## src/rtl/arith_pkg.sv

```systemverilog
// Shared definitions for the arithmetic library: divider state encoding,
// divide-by-zero quotient constant and sizing helpers.
package arith_pkg;

  typedef enum logic [1:0] {
    IDLE = 2'd0,
    RUN  = 2'd1,
    DONE = 2'd2
  } div_state_e;

  localparam logic [255:0] DIV_ZERO_Q = '1;

  function automatic int ctr_width(input int width);
    return $clog2(width + 1);
  endfunction

  // Number of 4-bit lookahead groups needed to cover an n-bit operand.
  function automatic int cla_groups(input int n);
    return (n + 3) / 4;
  endfunction

endpackage

```

## src/rtl/seq_restoring_divider_if.sv

```systemverilog
// Start/done handshake bundle between a requester and the sequential divider.
interface seq_restoring_divider_if #(
  parameter int WIDTH = 8
);

  logic             start;
  logic [WIDTH-1:0] dividend;
  logic [WIDTH-1:0] divisor;
  logic             busy;
  logic             done;
  logic [WIDTH-1:0] quotient;
  logic [WIDTH-1:0] remainder;
  logic             div_by_zero;

  modport master (
    output start, dividend, divisor,
    input  busy, done, quotient, remainder, div_by_zero
  );

  modport slave (
    input  start, dividend, divisor,
    output busy, done, quotient, remainder, div_by_zero
  );

endinterface

```

## src/rtl/cla_subtractor.sv

```systemverilog
// Combinational a - b as a + ~b + 1 using 4-bit carry-lookahead groups;
// carry_out high means the subtraction did not borrow.
module cla_subtractor
  import arith_pkg::*;
#(
  parameter int N = 9
) (
  input  logic [N-1:0]             a,
  input  logic [N-1:0]             b,
  output logic [N-1:0]             diff,
  output logic                     carry_out,
  output logic [cla_groups(N)-1:0] gg,
  output logic [cla_groups(N)-1:0] pp
);

  localparam int NG = cla_groups(N);
  localparam int NP = NG * 4;

  logic [N-1:0]  bNot;
  logic [NP-1:0] aExt;
  logic [NP-1:0] bInv;
  logic [NP-1:0] g;
  logic [NP-1:0] p;
  logic [NP:0]   c;
  logic          unusedCarries;

  // Padding bits have g = p = 0 so they neither generate nor pass a carry.
  assign bNot = ~b;
  assign aExt = NP'(a);
  assign bInv = NP'(bNot);
  assign g    = aExt & bInv;
  assign p    = aExt ^ bInv;
  assign c[0] = 1'b1;

  for (genvar j = 0; j < NG; j++) begin : gGroup
    localparam int B = 4 * j;

    assign gg[j] = g[B+3]
                 | (p[B+3] & g[B+2])
                 | (p[B+3] & p[B+2] & g[B+1])
                 | (p[B+3] & p[B+2] & p[B+1] & g[B]);
    assign pp[j] = &p[B+3:B];

    assign c[B+1] = g[B] | (p[B] & c[B]);
    assign c[B+2] = g[B+1] | (p[B+1] & g[B]) | (p[B+1] & p[B] & c[B]);
    assign c[B+3] = g[B+2] | (p[B+2] & g[B+1]) | (p[B+2] & p[B+1] & g[B])
                  | (p[B+2] & p[B+1] & p[B] & c[B]);
    assign c[B+4] = gg[j] | (pp[j] & c[B]);
  end

  assign diff          = p[N-1:0] ^ c[N-1:0];
  assign carry_out     = c[N];
  assign unusedCarries = ^{c, p};

endmodule

```

## src/rtl/seq_restoring_divider.sv

```systemverilog
// Multi-cycle unsigned restoring divider: one quotient bit per clock through
// a CLA subtractor, with a start/done handshake and divide-by-zero flag.
module seq_restoring_divider
  import arith_pkg::*;
#(
  parameter int WIDTH = 8
) (
  input  logic                   clk,
  input  logic                   rst_n,
  seq_restoring_divider_if.slave bus
);

  localparam int CTR_W = ctr_width(WIDTH);
  localparam int NG    = cla_groups(WIDTH + 1);

  div_state_e       state_q;
  logic [WIDTH:0]   remPart_q;
  logic [WIDTH:0]   remPart_d;
  logic [WIDTH:0]   shifted;
  logic [WIDTH:0]   trial;
  logic [WIDTH-1:0] quoShift_q;
  logic [WIDTH-1:0] quoShift_d;
  logic [WIDTH-1:0] divisor_q;
  logic [WIDTH-1:0] quotient_q;
  logic [WIDTH-1:0] remainder_q;
  logic [CTR_W-1:0] ctr_q;
  logic             busy_q;
  logic             done_q;
  logic             divByZero_q;
  logic             noBorrow;
  logic [NG-1:0]    grpGen;
  logic [NG-1:0]    grpProp;
  logic             unusedBits;

  assign shifted = {remPart_q[WIDTH-1:0], quoShift_q[WIDTH-1]};

  cla_subtractor #(
    .N(WIDTH + 1)
  ) uSub (
    .a        (shifted),
    .b        ({1'b0, divisor_q}),
    .diff     (trial),
    .carry_out(noBorrow),
    .gg       (grpGen),
    .pp       (grpProp)
  );

  assign remPart_d  = noBorrow ? trial : shifted;
  assign quoShift_d = {quoShift_q[WIDTH-2:0], noBorrow};
  assign unusedBits = ^{grpGen, grpProp, remPart_q[WIDTH]};

  always_ff @(posedge clk) begin
    if (!rst_n) begin
      state_q     <= IDLE;
      remPart_q   <= '0;
      quoShift_q  <= '0;
      divisor_q   <= '0;
      quotient_q  <= '0;
      remainder_q <= '0;
      ctr_q       <= '0;
      busy_q      <= 1'b0;
      done_q      <= 1'b0;
      divByZero_q <= 1'b0;
    end else begin
      case (state_q)
        IDLE: begin
          done_q <= 1'b0;
          busy_q <= 1'b0;
          if (bus.start) begin
            divisor_q  <= bus.divisor;
            remPart_q  <= '0;
            quoShift_q <= bus.dividend;
            ctr_q      <= CTR_W'(WIDTH);
            busy_q     <= 1'b1;
            state_q    <= RUN;
          end
        end
        RUN: begin
          // A zero divisor spends one RUN edge; the untouched shift register
          // still holds the dividend, which becomes the reported remainder.
          if (divisor_q == '0) begin
            quotient_q  <= DIV_ZERO_Q[WIDTH-1:0];
            remainder_q <= quoShift_q;
            divByZero_q <= 1'b1;
            done_q      <= 1'b1;
            state_q     <= DONE;
          end else begin
            remPart_q  <= remPart_d;
            quoShift_q <= quoShift_d;
            ctr_q      <= ctr_q - CTR_W'(1);
            if (ctr_q == CTR_W'(1)) begin
              quotient_q  <= quoShift_d;
              remainder_q <= remPart_d[WIDTH-1:0];
              divByZero_q <= 1'b0;
              done_q      <= 1'b1;
              state_q     <= DONE;
            end
          end
        end
        DONE: begin
          done_q  <= 1'b0;
          busy_q  <= 1'b0;
          state_q <= IDLE;
        end
        default: begin
          done_q  <= 1'b0;
          busy_q  <= 1'b0;
          state_q <= IDLE;
        end
      endcase
    end
  end

  assign bus.busy        = busy_q;
  assign bus.done        = done_q;
  assign bus.quotient    = quotient_q;
  assign bus.remainder   = remainder_q;
  assign bus.div_by_zero = divByZero_q;

endmodule

```

## src/flat_wrapper.sv

```systemverilog
// flat-port wrapper written by rule: the top's interface ports become plain ports
module seq_restoring_divider_flat import arith_pkg::*;
#(
  parameter int WIDTH = 8
)
  (clk, rst_n, bus_start, bus_dividend, bus_divisor, bus_busy, bus_done, bus_quotient, bus_remainder, bus_div_by_zero);
  seq_restoring_divider_if #(.WIDTH(WIDTH)) bus_i ();
  input  logic clk;
  input  logic rst_n;
  input wire logic [$bits(bus_i.start)-1:0] bus_start;
  input wire logic [$bits(bus_i.dividend)-1:0] bus_dividend;
  input wire logic [$bits(bus_i.divisor)-1:0] bus_divisor;
  output wire logic [$bits(bus_i.busy)-1:0] bus_busy;
  output wire logic [$bits(bus_i.done)-1:0] bus_done;
  output wire logic [$bits(bus_i.quotient)-1:0] bus_quotient;
  output wire logic [$bits(bus_i.remainder)-1:0] bus_remainder;
  output wire logic [$bits(bus_i.div_by_zero)-1:0] bus_div_by_zero;
  assign bus_i.start = bus_start;
  assign bus_i.dividend = bus_dividend;
  assign bus_i.divisor = bus_divisor;
  assign bus_busy = bus_i.busy;
  assign bus_done = bus_i.done;
  assign bus_quotient = bus_i.quotient;
  assign bus_remainder = bus_i.remainder;
  assign bus_div_by_zero = bus_i.div_by_zero;
  seq_restoring_divider #(.WIDTH(WIDTH)) u_core (.clk(clk), .rst_n(rst_n), .bus(bus_i));
endmodule
```

## config.mk

```make
export PLATFORM = sky130hd
export DESIGN_NAME = seq_restoring_divider_flat
export DESIGN_NICKNAME = d
export VERILOG_FILES = /design/src/rtl/arith_pkg.sv /design/src/rtl/seq_restoring_divider_if.sv /design/src/rtl/cla_subtractor.sv /design/src/rtl/seq_restoring_divider.sv /design/src/flat_wrapper.sv
export SDC_FILE = /design/constraint.sdc
export NUM_CORES = 1
export LEC_CHECK = 0
export ABC_AREA = 1
export BUFFER_PORTS_ARGS = -buffer_cell sky130_fd_sc_hd__buf_2
export CAP_MARGIN = 40
export CELL_PAD_IN_SITES_DETAIL_PLACEMENT = 2
export CELL_PAD_IN_SITES_GLOBAL_PLACEMENT = 2
export CORE_AREA = 2 2 105 107
export DETAILED_ROUTE_END_ITERATION = 16
export DIE_AREA = 0 0 107 109
export PLACE_DENSITY_LB_ADDON = 0.1
export SETUP_SLACK_MARGIN = 0.3
export SYNTH_ARGS = -nofsm -noshare
export SYNTH_HDL_FRONTEND = slang
export SYNTH_SLANG_ARGS = --single-unit
export TNS_END_PERCENT = 30
```

## constraint.sdc

```tcl
create_clock -name clk -period 5.8 [get_ports clk]
set_input_delay 0.29 -clock clk [delete_from_list [all_inputs] [get_ports clk]]
set_output_delay 0.29 -clock clk [all_outputs]
set_load 0.02 [all_outputs]
```

==> impl_metrics.yaml, run 1 <==
drt:
  routedWlPerCell_um: 15.09
  antenna_left: 0
  via_count: 2325
  drc: 0
  dr.pass1.iters: 4
  routed_via_density: 4.532
  drt-total-wl_mm: 7.740
  drtIter0Drc: 57
critical_path:
  cpMaxStageDelayCell: "dfxtp_1"
  startpoint_type: "register"
  crit_required_ns: 6.02
  end_kind: "register"
  path_cells: "ha_1, nand2_1, nand3_2, nand2_1, nand2_4, fa_1, xor2_1, nand2_1, nand2_1, nand2_1, a21oi_1"
  cpMostUsedCell: "nand2_1"
  worst-r2r-cell-count: 11
  path_class: "reg -> reg"
  arrival_ns: 2.36
  max_stage_delay_ns: 0.46
  r2r_slack_ns: 3.65
  r2r-start: "u_core.quoShift_q[7]$_SDFFE_PN0P_"
  path_max_fanout: 5
  rr_endpoint: "u_core.remPart_q[5]$_SDFFE_PN0P_"
synth:
  synth_seq_cells: 49
  synth_enable_flop_cells: 0
  syn_area_um2: 2584
  ys_warn_count: 0
  yosys_most_used_dff: "dfxtp_1"
  yosys.cell_types.count: 34
  ys_seq_area_share_pct: 37.97
  async_reset_ff_share_pct: 0
  synth_top_area_share_pct: 37.97
  synth_area_leaders: "dfxtp_1, nand2_1, a21oi_1"
  netlist_instances: 338
  syn_nets: 369
  avgSynthCellArea_um2: 7.644
  yosysTopAreaCell: "dfxtp_1"
die:
  initial_core_util_pct: 24.37
  num_rows: 38
  die_x_um: 107
  io_pins: 38
  die_y_um: 109
  dieArea_um2: 11660
  coreArea_um2: 10600
final_layout:
  finalNetCount: 403
  stdcell_count: 513
  multi_input_comb_area_um2: 1373
  syn_to_final_growth_pct: 14.53
  drive_gt1_share_pct: 20.64
  ff_latch_area_um2: 980.9
  fillers: 1267
  final_cell_mix: "nand2_1, dfxtp_1, a21oi_1"
  stdcell_area_um2: 2959
  layout_commonest_cell: "nand2_1"
  num_antenna_cells: 0
global_route:
  grt_pass1_vias: 2497
  grt_pass1_wl_mm: 13.03
  antenna_found_initial: 0
  grt_max_degree: 31
  grt_util_all_layers_pct: 14.36
  overflow: 0
power:
  p_leak_nw: 1.314
  irDropWorstVdd_mv: 0.09796
  power_mw: 1.041
  powerDensity_nw_per_um2: 351.8
placed_design:
  routabilityCongestion: 0.7401
  numPortBuffers: 37
  placed_cells: 505
  place_area_um2: 2875
  place_hpwl_mm: 5.978
clock_network:
  cts-hold-fix-buffers: 0
  cts_made_buffers: 5
  cts.sinks: 49
  cts.repair_timing.setup_buffer_count: 0
  ctsResizeCount: 0
  cts_tree: "built"
  clk_latency_ns: 0.30
  cts.path.max_buffers: 2
  ctsRootBufferMaster: "clkbuf_8"
  htreeDepth: 2
  clk_pin_slew_worst_paths_ns: 0.10
timing:
  tightest_slew_ns: 0.7527
  slew_headroom_pct: 49.77
  fin_crit_ns: 2.145
  rsz0062_at_grt: "no"
  tns_ns: 0
  hold_slack_ns: 0.2051
  max_clock_freq_mhz: 466.1
  finalCritPeriodShare_pct: 36.99
  finalHoldViolCount: 0
  slew_violations: 0
  fin_worst_skew_ns: 0.01538
  final-setup-viol-count: 0
hold_path:
  hold_depth: 3
  hold_start: "bus_divisor[5]"
  min_to: "u_core.divisor_q[5]$_SDFFE_PN0P_"
  hold_path_class: "in -> reg"
status:
  status: "finished clean"
job:
  max_cap_viol_count: 0
==> synthesized netlist by cell type, types with 2 or more instances <==
master,number
inv_1,29
nor2_4,3
nand4_4,2
nor2_1,12
nand4_1,9
nor2_8,3
nand3_2,2
nand2_4,3
ha_1,11
xor2_1,2
clkbuf_1,5
o21ai_1,4
a21oi_2,3
nand2_2,2
nand3_1,20
a21oi_1,42
nand2_1,75
buf_6,4
inv_2,10
dfxtp_1,49
o21ai_0,35
==> flip-flops by register name, summed over array words and instances (netlist names) <==
register and flops:
u_core.bus.busy 1, u_core.ctr_q 4, u_core.bus.remainder 8, u_core.state_q 2, u_core.bus.div_by_zero 1, u_core.bus.done 1
u_core.quoShift_q 8, u_core.bus.quotient 8, u_core.remPart_q 8, u_core.divisor_q 8
==> metrics by stage <==
stage	util (%)	worst slack (ns)
6_report	27.91	3.655
5_1_grt	27.91	3.429
4_1_cts	27.91	3.622
3_5_place_dp	27.12	3.649
3_3_place_gp	27.12	3.690
2_1_floorplan	-	3.886
==> critical path: cells and delay by family, from the launching register on <==
family	cells	cell delay [ns]
adder cells (fa/ha/maj)	2	0.67
AND/OR/NAND/NOR	7	0.63
flip-flops	1	0.46
XOR/XNOR	1	0.17
AO/OA/AOI/OAI	1	0.13
==> power breakdown <==
| part | internal (mW) | leakage [nW] | switching, mW |
|---|---|---|---|
| registers | 0.381 | 0.401 | 0.0232 |
| clock network | 0.0859 | 0.0385 | 0.124 |
| logic | 0.132 | 0.874 | 0.296 |
| total | 0.598 | 1.31 | 0.443 |
==> cell type report <==
class | instances | area share (%)
clock buffers | 7 | 2.579
well taps | 140 | 5.920
inverters | 42 | 5.455
clock inverters | 1 | 0.2537
repair buffers | 37 | 6.258
multi-input cells | 237 | 46.38
flip-flops and latches | 49 | 33.15
==> worst max-delay path by stage <==
stage	startpoint	endpoint	slack, ns
after floorplan	u_core.divisor_q[1]$_SDFFE_PN0P_	u_core.bus.remainder[5]$_SDFFE_PN0P_	3.89
after global placement	u_core.quoShift_q[7]$_SDFFE_PN0P_	u_core.bus.remainder[5]$_SDFFE_PN0P_	3.69
after global routing	u_core.divisor_q[0]$_SDFFE_PN0P_	u_core.remPart_q[5]$_SDFFE_PN0P_	3.43
after CTS	u_core.quoShift_q[7]$_SDFFE_PN0P_	u_core.bus.remainder[5]$_SDFFE_PN0P_	3.62
final	u_core.quoShift_q[7]$_SDFFE_PN0P_	u_core.remPart_q[5]$_SDFFE_PN0P_	3.65
after detailed placement	u_core.quoShift_q[7]$_SDFFE_PN0P_	u_core.bus.remainder[5]$_SDFFE_PN0P_	3.65
==> kinds of logic after synthesis <==
group / share of synthesized area (%)
xor+xnor: 1.017
buf+inv: 8.910
fa+ha+maj: 6.102
flops: 37.97
compound gates: 17.72
simple gates: 28.28
==> layer usage <==
layer | global-route usage [%] | vias to the layer above | share of wire (%)
met2 | 25.02 | 23 | 47
met1 | 18.79 | 1118 | 50
met3 | 2.451 | 2 | 2.4
met4 | 2.783 | 0 | 0.48
met5 | 0 | - | 0
li1 | - | 1182 | -
No activity file was read; power rests on OpenSTA's default activity.
==> run 2: changes to the inputs <==
ABC_AREA = 0   (was 1)
CORE_AREA = 2 2 101 103   (was 2 2 105 107)
DIE_AREA = 0 0 103 105   (was 0 0 107 109)
clock period = 2 ns   (was 5.8 ns; I/O delays follow)
==> run 2 against run 1 <==
Core utilization rose by 6.8 points. Critical endpoint is now u_core.remPart_q[0]$_SDFFE_PN0P_. Critical path depth fell by 2. Clock-buffer cell count fell by 1. Worst setup slack got worse by 3.6 ns. Highest routed layer unchanged. Routed wire length rose by 0.37%. Sequential power rose to 2.8 times the previous value. Register-to-register slack got worse by 3.6 ns. Clock power rose to 2.8 times the previous value.
==> impl_metrics.yaml, run 2 <==
timing:
  final.setup.worst_slack_ns: 0.006815
  finalHoldViolCount: 0
  final-setup-viol-count: 0
  finalCritPeriodShare_pct: 99.66
  tightest_slew_ns: 0.4489
  slew_headroom_pct: 69.83
  max_clock_freq_mhz: 501.7
  slew_violations: 0
  fin_worst_skew_ns: 0.008652
  fin_crit_ns: 1.993
  rsz0062_at_grt: "yes"
critical_path:
  arrival_ns: 2.22
  end_kind: "register"
  cpLargestDelayFamily: "compound AO/OA/AOI/OAI gates"
  crit_required_ns: 2.23
  path_cells: "inv_2, ha_4, o21ai_4, a221oi_4, o211ai_2, nand2_4, buf_6, mux2_4, o21ai_2"
  path_max_fanout: 6
  startpoint_type: "register"
  critPathBufInv: 2
  max_stage_delay_ns: 0.35
  path_class: "reg -> reg"
  cpMaxStageDelayCell: "dfxtp_2"
clock_network:
  clk_latency_ns: 0.31
  cts.path.max_buffers: 2
  cts_tree: "built"
  htreeDepth: 2
  clk_pin_slew_worst_paths_ns: 0.09
  cts.sinks: 49
  cts-hold-fix-buffers: 0
  ctsRootBufferMaster: "clkbuf_8"
  cts_made_buffers: 5
synth:
  netlist_instances: 275
  yosys.cell_types.count: 44
  async_reset_ff_share_pct: 0
  synth_commonest_cells: "dfxtp_1, nand2_1, nor2_1, o21ai_0, inv_1"
  synth.most_common_cell: "dfxtp_1"
  synth_mux_area_share_pct: 6.421
  synth_seq_cells: 49
  synth_xor_area_share_pct: 2.211
  synth_fa_ha_area_share_pct: 6.632
  synth_compound_area_share_pct: 20.37
  yosysTopAreaCell: "dfxtp_1"
  ys_warn_count: 0
  ys_seq_area_share_pct: 41.26
  synthSimpleGateAreaFrac_pct: 18.63
  synth_enable_flop_cells: 0
  yosys_most_used_dff: "dfxtp_1"
  syn_area_um2: 2377
  synth_area_leaders: "dfxtp_1, ha_1, mux2i_1"
  avgSynthCellArea_um2: 8.645
  synth_top_family_by_area: "compound AO/OA/AOI/OAI gates"
  synth_top_area_share_pct: 41.26
  syn_nets: 306
final_layout:
  stdcell_area_um2: 3348
  finalNetCount: 379
  syn_to_final_growth_pct: 40.84
  final_cell_mix: "dfxtp_1, buf_2, nor2_1, nand2_1, buf_4"
  stdcell_count: 482
  layout_commonest_cell: "dfxtp_1"
  fillers: 1141
  num_antenna_cells: 0
  drive_gt1_share_pct: 39.26
hold_path:
  hold_path_class: "in -> reg"
global_route:
  grt_pass1_wl_mm: 12.82
  grt_pass1_vias: 2395
  antenna_found_initial: 0
  grt_util_all_layers_pct: 15.43
  overflow: 0
  grt_max_degree: 20
die:
  die_x_um: 103
  coreArea_um2: 9639
  die_y_um: 105
  initial_core_util_pct: 24.66
  io_pins: 38
  dieArea_um2: 10820
  num_rows: 36
power:
  powerDensity_nw_per_um2: 827.0
  irDropWorstVdd_mv: 0.2890
  p_leak_nw: 1.360
placed_design:
  placed_cells: 459
  pre_cts_slack_ns: -0.2880
  place_area_um2: 2949
  numPortBuffers: 37
  routabilityCongestion: 0.7603
  place_hpwl_mm: 5.886
drt:
  drt-total-wl_mm: 7.769
  dr.pass1.iters: 4
  antenna_left: 0
  drtIter0Drc: 41
  via_count: 2252
  drc: 0
  routedWlPerCell_um: 16.12
  routed_via_density: 4.672
status:
  status: "finished clean"
job:
  max_cap_viol_count: 0
[run 2: routing by layer]
layer | vias to the layer above | track usage, % | routed length (um)
met2 | 31 | 25.65 | 3936
met3 | 6 | 2.408 | 187
met4 | 0 | 3.383 | 70
li1 | 1112 | - | -
met1 | 1103 | 20.87 | 3574
met5 | - | 0 | 0
[run 2: final cells by class]
type | count | area, um2 | area share, %
tap | 133 | 166.4 | 4.970
timing repair buffer | 77 | 508.0 | 15.17
multi-input combinational | 200 | 1540 | 46.00
inverter | 15 | 56.30 | 1.682
sequential | 49 | 994.7 | 29.71
clock buffer | 6 | 72.57 | 2.167
clock inverter | 2 | 10.01 | 0.2990
[run 2: final timing paths]
kind	startpoint	to	slack (ns)	cells after the start
setup / recovery	u_core.divisor_q[1]$_SDFFE_PN0P_	u_core.remPart_q[0]$_SDFFE_PN0P_	0.007	9
hold / removal	bus_divisor[2]	u_core.divisor_q[2]$_SDFFE_PN0P_	0.03	3
setup reg to reg	u_core.divisor_q[1]$_SDFFE_PN0P_	u_core.remPart_q[0]$_SDFFE_PN0P_	0.007	9
hold reg to reg	u_core.bus.busy$_SDFFE_PN0N_	u_core.bus.busy$_SDFFE_PN0N_	0.46	2
[run 2: logic make-up (layout without fill, tap and decap cells)]
family / after synthesis / in the layout
xor+xnor: 6 / 6
buf+inv: 26 / 100
mux: 15 / 15
simple gates: 97 / 97
fa+ha+maj: 12 / 12
flops: 49 / 49
compound gates: 70 / 70
[run 2: per-stage QoR]
step / hold WS [ns] / setup TNS, ns / util, % / total power [mW]
2_1_floorplan: 0.2471 / 0 / - / 1.656
3_3_place_gp: 0.3483 / -2.150 / 30.59 / 1.958
3_5_place_dp: 0.3465 / -4.302 / 30.59 / 1.969
5_1_grt: 0.04159 / -0.5461 / 34.74 / 2.962
4_1_cts: 0.02595 / 0 / 33.50 / 2.709
6_report: 0.03174 / 0 / 34.74 / 2.769
[run 2: report_power, final]
group | internal [mW] | leakage, nW | switching, mW
clock | 0.244 | 0.0450 | 0.346
combinational | 0.504 | 0.910 | 0.544
sequential | 1.06 | 0.405 | 0.0720
total | 1.81 | 1.36 | 0.962
[run 2: worst min-delay path, stage by stage]
cell and delay (ns):
buf_2 0.08, mux2i_1 0.06, nor2_1 0.07
[run 2: repair_timing]
action	4_1_cts	5_1_grt
setup endpoints to repair	36	40
pin swaps	14	14
setup buffers	14	1
resized for setup	25	24
